==> src/rtl/control_pkg.sv <==
// Shared VeriRISC definitions: opcode encodings and phase width, used by the
// controller, instruction register and ALU.
package control_pkg;

  localparam int OP_W    = 3;
  localparam int PHASE_W = 3;

  localparam logic [OP_W-1:0] HLT = 3'd0;
  localparam logic [OP_W-1:0] SKZ = 3'd1;
  localparam logic [OP_W-1:0] ADD = 3'd2;
  localparam logic [OP_W-1:0] AND = 3'd3;
  localparam logic [OP_W-1:0] XOR = 3'd4;
  localparam logic [OP_W-1:0] LDA = 3'd5;
  localparam logic [OP_W-1:0] STO = 3'd6;
  localparam logic [OP_W-1:0] JMP = 3'd7;

  // Instructions that read an operand from memory into the accumulator path.
  function automatic logic is_aluop(input logic [OP_W-1:0] op);
    return (op == ADD) || (op == AND) || (op == XOR) || (op == LDA);
  endfunction

endpackage

==> src/rtl/control.sv <==
// VeriRISC instruction-cycle controller: decodes opcode, phase and the
// accumulator zero flag into the nine datapath strobes. Purely combinational.
module control
  import control_pkg::*;
(
  input  logic               clk,
  input  logic               rst,
  input  logic [OP_W-1:0]    opcode,
  input  logic [PHASE_W-1:0] phase,
  input  logic               zero,
  output logic               sel,
  output logic               rd,
  output logic               ld_ir,
  output logic               inc_pc,
  output logic               halt,
  output logic               ld_pc,
  output logic               data_e,
  output logic               ld_ac,
  output logic               wr
);

  // clk and rst exist only for port uniformity with the rest of the CPU.
  logic unused_ok;
  assign unused_ok = &{1'b0, clk, rst};

  logic alu;
  assign alu = is_aluop(opcode);

  always_comb begin
    sel    = 1'b0;
    rd     = 1'b0;
    ld_ir  = 1'b0;
    inc_pc = 1'b0;
    halt   = 1'b0;
    ld_pc  = 1'b0;
    data_e = 1'b0;
    ld_ac  = 1'b0;
    wr     = 1'b0;
    case (phase)
      3'd0: sel = 1'b1;
      3'd1: begin
        sel = 1'b1;
        rd  = 1'b1;
      end
      3'd2, 3'd3: begin
        sel   = 1'b1;
        rd    = 1'b1;
        ld_ir = 1'b1;
      end
      3'd4: begin
        inc_pc = 1'b1;
        halt   = (opcode == HLT);
      end
      3'd5: rd = alu;
      3'd6: begin
        rd     = alu;
        inc_pc = (opcode == SKZ) && zero;
        ld_pc  = (opcode == JMP);
        data_e = (opcode == STO);
      end
      3'd7: begin
        rd     = alu;
        ld_ac  = alu;
        ld_pc  = (opcode == JMP);
        data_e = (opcode == STO);
        wr     = (opcode == STO);
      end
      default: ;
    endcase
  end

endmodule

==> config.mk <==
export PLATFORM = sky130hd
export DESIGN_NAME = control
export DESIGN_NICKNAME = d
export VERILOG_FILES = /design/src/rtl/control_pkg.sv /design/src/rtl/control.sv
export SDC_FILE = /design/constraint.sdc
export NUM_CORES = 1
export LEC_CHECK = 0
export BUFFER_PORTS_ARGS = -buffer_cell sky130_fd_sc_hd__buf_2
export CAP_MARGIN = 20
export CORE_AREA = 2 2 39 41
export DETAILED_ROUTE_END_ITERATION = 6
export DIE_AREA = 0 0 41 43
export SYNTH_ARGS = -nofsm -noshare
export SYNTH_HDL_FRONTEND = slang
export SYNTH_SLANG_ARGS = --single-unit
==> constraint.sdc <==
create_clock -name vclk -period 0.8
set_input_delay 0.04 -clock vclk [all_inputs]
set_output_delay 0.04 -clock vclk [all_outputs]
set_load 0.05 [all_outputs]
After elaboration in Yosys (flattened, before gate mapping)
Cells that the tools add are included.
Word-level totals
  register bits after elaboration: 0
  bits of input ports: 9
  output and inout bits: 9
  logic and storage cells: 34
Operators by class
  equal/unequal tests: 14
  muxes and demuxes: 9
  reductions and logical operators: 11
Operators by type and width (count)
  == test 3 bit, second input constant: 8
  == test 3 x 2 -> 1 bit, second input constant: 4
  2-to-1 mux 1 bit: 7
  == test 3 x 1 -> 1 bit, second input constant: 2
  logical NOT 3 bit: 2
  OR reduction 3 bit: 2
  one-hot mux 1 bit (2 select lines): 2
  OR reduction 2 bit: 2
  OR reduction 4 bit: 1
  logical OR 1 bit: 3
  logical AND 1 bit: 1

Depth between registers and ports, before layout
  word-level depth: 5
  depth in mapped cells: 2
  mapped depth without buffers: 2

Worst setup path after synthesis
No wires, ideal clock.
  path type: input to output
  from: in phase[1]
  to: out wr
  arrival time: 1.357 ns
  required time: 0.760 ns
  slack: -0.597 ns
  stages: 2
  buffers on the path: 0
  cells stage by stage: nand4_1 > nor3b_1
Between the ends
  longest elaborated chain between the ends: 2
Ends and longest elaborated chain
  from (decl): RTL line control.sv:9  | input logic [PHASE_W-1:0] phase,
  == test 3 bit: RTL line control.sv:39  | case (phase)
  2-to-1 mux 1 bit: RTL line control.sv:39
  to (decl): RTL line control.sv:19  | output logic wr
No other way between the ends.

Worst setup path after layout
  from: in opcode[0]
  to: out halt
Between the ends
  longest elaborated chain between the ends: 2
Ends and longest elaborated chain
  from (decl): RTL line control.sv:8  | input logic [OP_W-1:0] opcode,
  logical NOT 3 bit: RTL line control.sv:52  | halt = (opcode == HLT);
  2-to-1 mux 1 bit: RTL line control.sv:39
  to (decl): RTL line control.sv:15  | output logic halt,
No other way between the ends.

==> qor.yml <==
status: "finished, violations left"
failed_checks: "setup timing"
synth_adder_area_share_pct: 0
power_frac_comb_pct: 100.0
drtAntennaViolNets: 0
critPathMaxStageDelay_ps: 530
drt_iter0_markers: 1
static-leakage-power_nw: 0.1661
max-cap-violations: 0
routed_wl_um: 497
hold-path-cell-count: 4
die_w_um: 41
synth.mux.area_fraction_pct: 0
hp-start: "opcode[0]"
yosys_warnings: 0
worstHoldPathType: "in2out"
detailedRoute.firstPassIterationCount: 2
final.setup.worst_slack_ps: -155.7
power_density_mw_per_mm2: 593.8
worst-slew-pin-transition_ps: 248.0
gp_routability_congestion: 0.5817
sw_frac_of_total_pct: 54.64
whs_endpoint: "halt"
global_route_wire_length_before_repair_um: 703
vias_per_cell: 3.696
design.final.nets: 51
timing.setup.critical_path_class: "in2out"
ios: 18
crit_arrival_ps: 920
placement_rows: 14
timing.slew.headroom_pct: 83.58
synthDistinctLibCells: 11
netSwitchingPower_mw: 0.1177
die-height_um: 43
critical_path.endpoint_type: "output pin"
fp.coreArea_mm2: 0.001384
finalCriticalPeriod_ps: 955.7
synth_area_um2: 95.09
ff_latch_area_um2: 0
crit_path_start_kind: "input port"
synth_top_family_by_area: "simple AND/OR/NAND/NOR gates"
xor_xnor_fraction_of_synth_area_pct: 9.211
synth_fp_nets: 26
max_clock_freq_mhz: 1046
setup_repair_after_global_routing_missed_its_margin: "true"
placedInstanceArea_um2: 274.0
vias_in_the_first_global_route: 176
cp_cell_sequence: "buf_6, or4_4, nor2_4, buf_8"
dr_total_vias: 207
synthCells: 17
avgSynthCellArea_um2: 5.594
synth_compound_gate_area_share_pct: 10.53
critical_path.n_buffers_inverters: 2
global_route.usage.total_pct: 5.195
antenna_cells_inserted: 0
internal-power_mw: 0.09775
initial_cell_density_of_the_core_pct: 6.872
placement.io_buffers: 16
finish.instance_area_um2: 362.8
final_layout_size_suffix_gt1_share_pct: 75.00
count_of_fill_cells_added_during_filler_insertion: 152
synth_simple_gate_area_share_pct: 72.37
hold_viol: 0
report.power.total_mw: 0.2155
cpLargestDelayFamily: "simple AND/OR/NAND/NOR gates"
finalSetupViolations: 3
avgRoutedWirePerCell_um: 8.875
num-clock-buffers: 0
grt-ovfl-total: 0
layout_worst_path_cycle_share_pct: 119.5
synthToLayoutAreaGrowth_pct: 281.6
worst_path_max_delay_cell: "sky130_fd_sc_hd__or4_4"
maximum_number_of_pins_on_one_net_before_global_route_repair: 6
power.ir.vdd_worst_mv: 0.1015
maxSlewViolCount: 0
seq_area_frac_synth_pct: 0
residual_drc_count: 0
critPathRequiredTime_ps: 760
antenna_violations_before_repair: 0
seq_cells: 0
critical_path_peak_fanout: 2
fp.dieArea_mm2: 0.001763
share_seq_of_total_power_pct: 0
half_perimeter_wire_length_after_placement_um: 400.8
clk_pwr_share_pct: 0
-- Yosys cell counts --
cell                        n  area, um2
sky130_fd_sc_hd__nand2b_1   1      6.260
sky130_fd_sc_hd__nand4_1    1      6.260
sky130_fd_sc_hd__nand4bb_1  1      11.26
sky130_fd_sc_hd__nor2_1     5      18.77
sky130_fd_sc_hd__a21oi_1    2      10.01
sky130_fd_sc_hd__nand3_1    1      5.000
sky130_fd_sc_hd__or4_1      1      7.510
sky130_fd_sc_hd__nor3b_1    1      7.510
sky130_fd_sc_hd__inv_1      2      7.510
sky130_fd_sc_hd__nor2b_1    1      6.260
sky130_fd_sc_hd__xnor2_1    1      8.760
-- metrics by stage --
| step | hold slack, ps | std cells | utilization (%) | setup slack [ps] | TNS, ps |
|---|---|---|---|---|---|
| floorplan | 181.5 | 17 | - | -123.3 | -422.7 |
| detailed placement | 521.4 | 56 | 19.80 | -287.2 | -755.8 |
| finish | 433.8 | 56 | 26.22 | -155.7 | -185.1 |
| global placement | 513.7 | 56 | 19.80 | -278.9 | -729.3 |
| CTS | 435.0 | 56 | 23.96 | -157.9 | -176.8 |
| global route | 442.8 | 56 | 26.22 | -171.7 | -449.4 |
-- cells in the final DEF, fill, tap and decap left out, drive strengths merged --
| master | synthesis | layout |
|---|---|---|
| nand2b | 1 | 1 |
| nor2b | 1 | 1 |
| clkbuf | 0 | 1 |
| or4 | 1 | 1 |
| nand4bb | 1 | 1 |
| nor2 | 5 | 5 |
| nand3 | 1 | 1 |
| xnor2 | 1 | 1 |
| inv | 2 | 2 |
| buf | 0 | 22 |
| a21oi | 2 | 2 |
| nor3b | 1 | 1 |
| nand4 | 1 | 1 |
-- worst min-delay path: cells and delay by family --
kind	cells	cell delay (ps)
buf+inv	2	200
simple gates	2	150
-- worst max path at each step --
| stage | end | startpoint | cells past startpoint |
|---|---|---|---|
| 2_1_floorplan | wr | phase[1] | 2 |
| 3_3_place_gp | halt | opcode[2] | 4 |
| 3_5_place_dp | halt | opcode[2] | 4 |
| 4_1_cts | halt | opcode[0] | 4 |
| 5_1_grt | halt | opcode[0] | 4 |
| 6_report | halt | opcode[0] | 4 |
-- repair_timing --
action                                  4_1_cts  5_1_grt
buffers inserted                              1        0
pin swaps                                     5        1
endpoints found under the setup margin        7        7
hold buffers                                  0        0
gates resized for setup                      14        8
-- cells by family (layout without fill, tap and decap cells) --
logic type / after synthesis / count (layout)
and+or+nand+nor: 12 / 12
AOI/OAI and AO/OA: 2 / 2
buffers and inverters: 2 / 25
xor gates and xnor gates: 1 / 1
-- power by group through the flow --
| stage | registers [mW] | logic (mW) | clock network (mW) |
|---|---|---|---|
| floorplan | 0 | 0.0951 | 0 |
| global placement | 0 | 0.171 | 0 |
| detailed placement | 0 | 0.172 | 0 |
| CTS | 0 | 0.200 | 0 |
| global route | 0 | 0.228 | 0 |
| finish | 0 | 0.215 | 0 |
-- routing by layer --
metal	global-route usage (%)	wire [um]	part of all wire, %
met1	6.962	194	39
met2	8.438	234	47
met3	1.571	67	13
met4	0	0	0
met5	0	0	0
-- final cells by class --
| cell class | instances | area, um2 | area share, % |
|---|---|---|---|
| repair buffers | 23 | 202.7 | 55.86 |
| multi-input cells | 15 | 132.6 | 36.55 |
| well taps | 16 | 20.02 | 5.517 |
| inverters | 2 | 7.507 | 2.069 |
(Power assumes the default switching activity.)
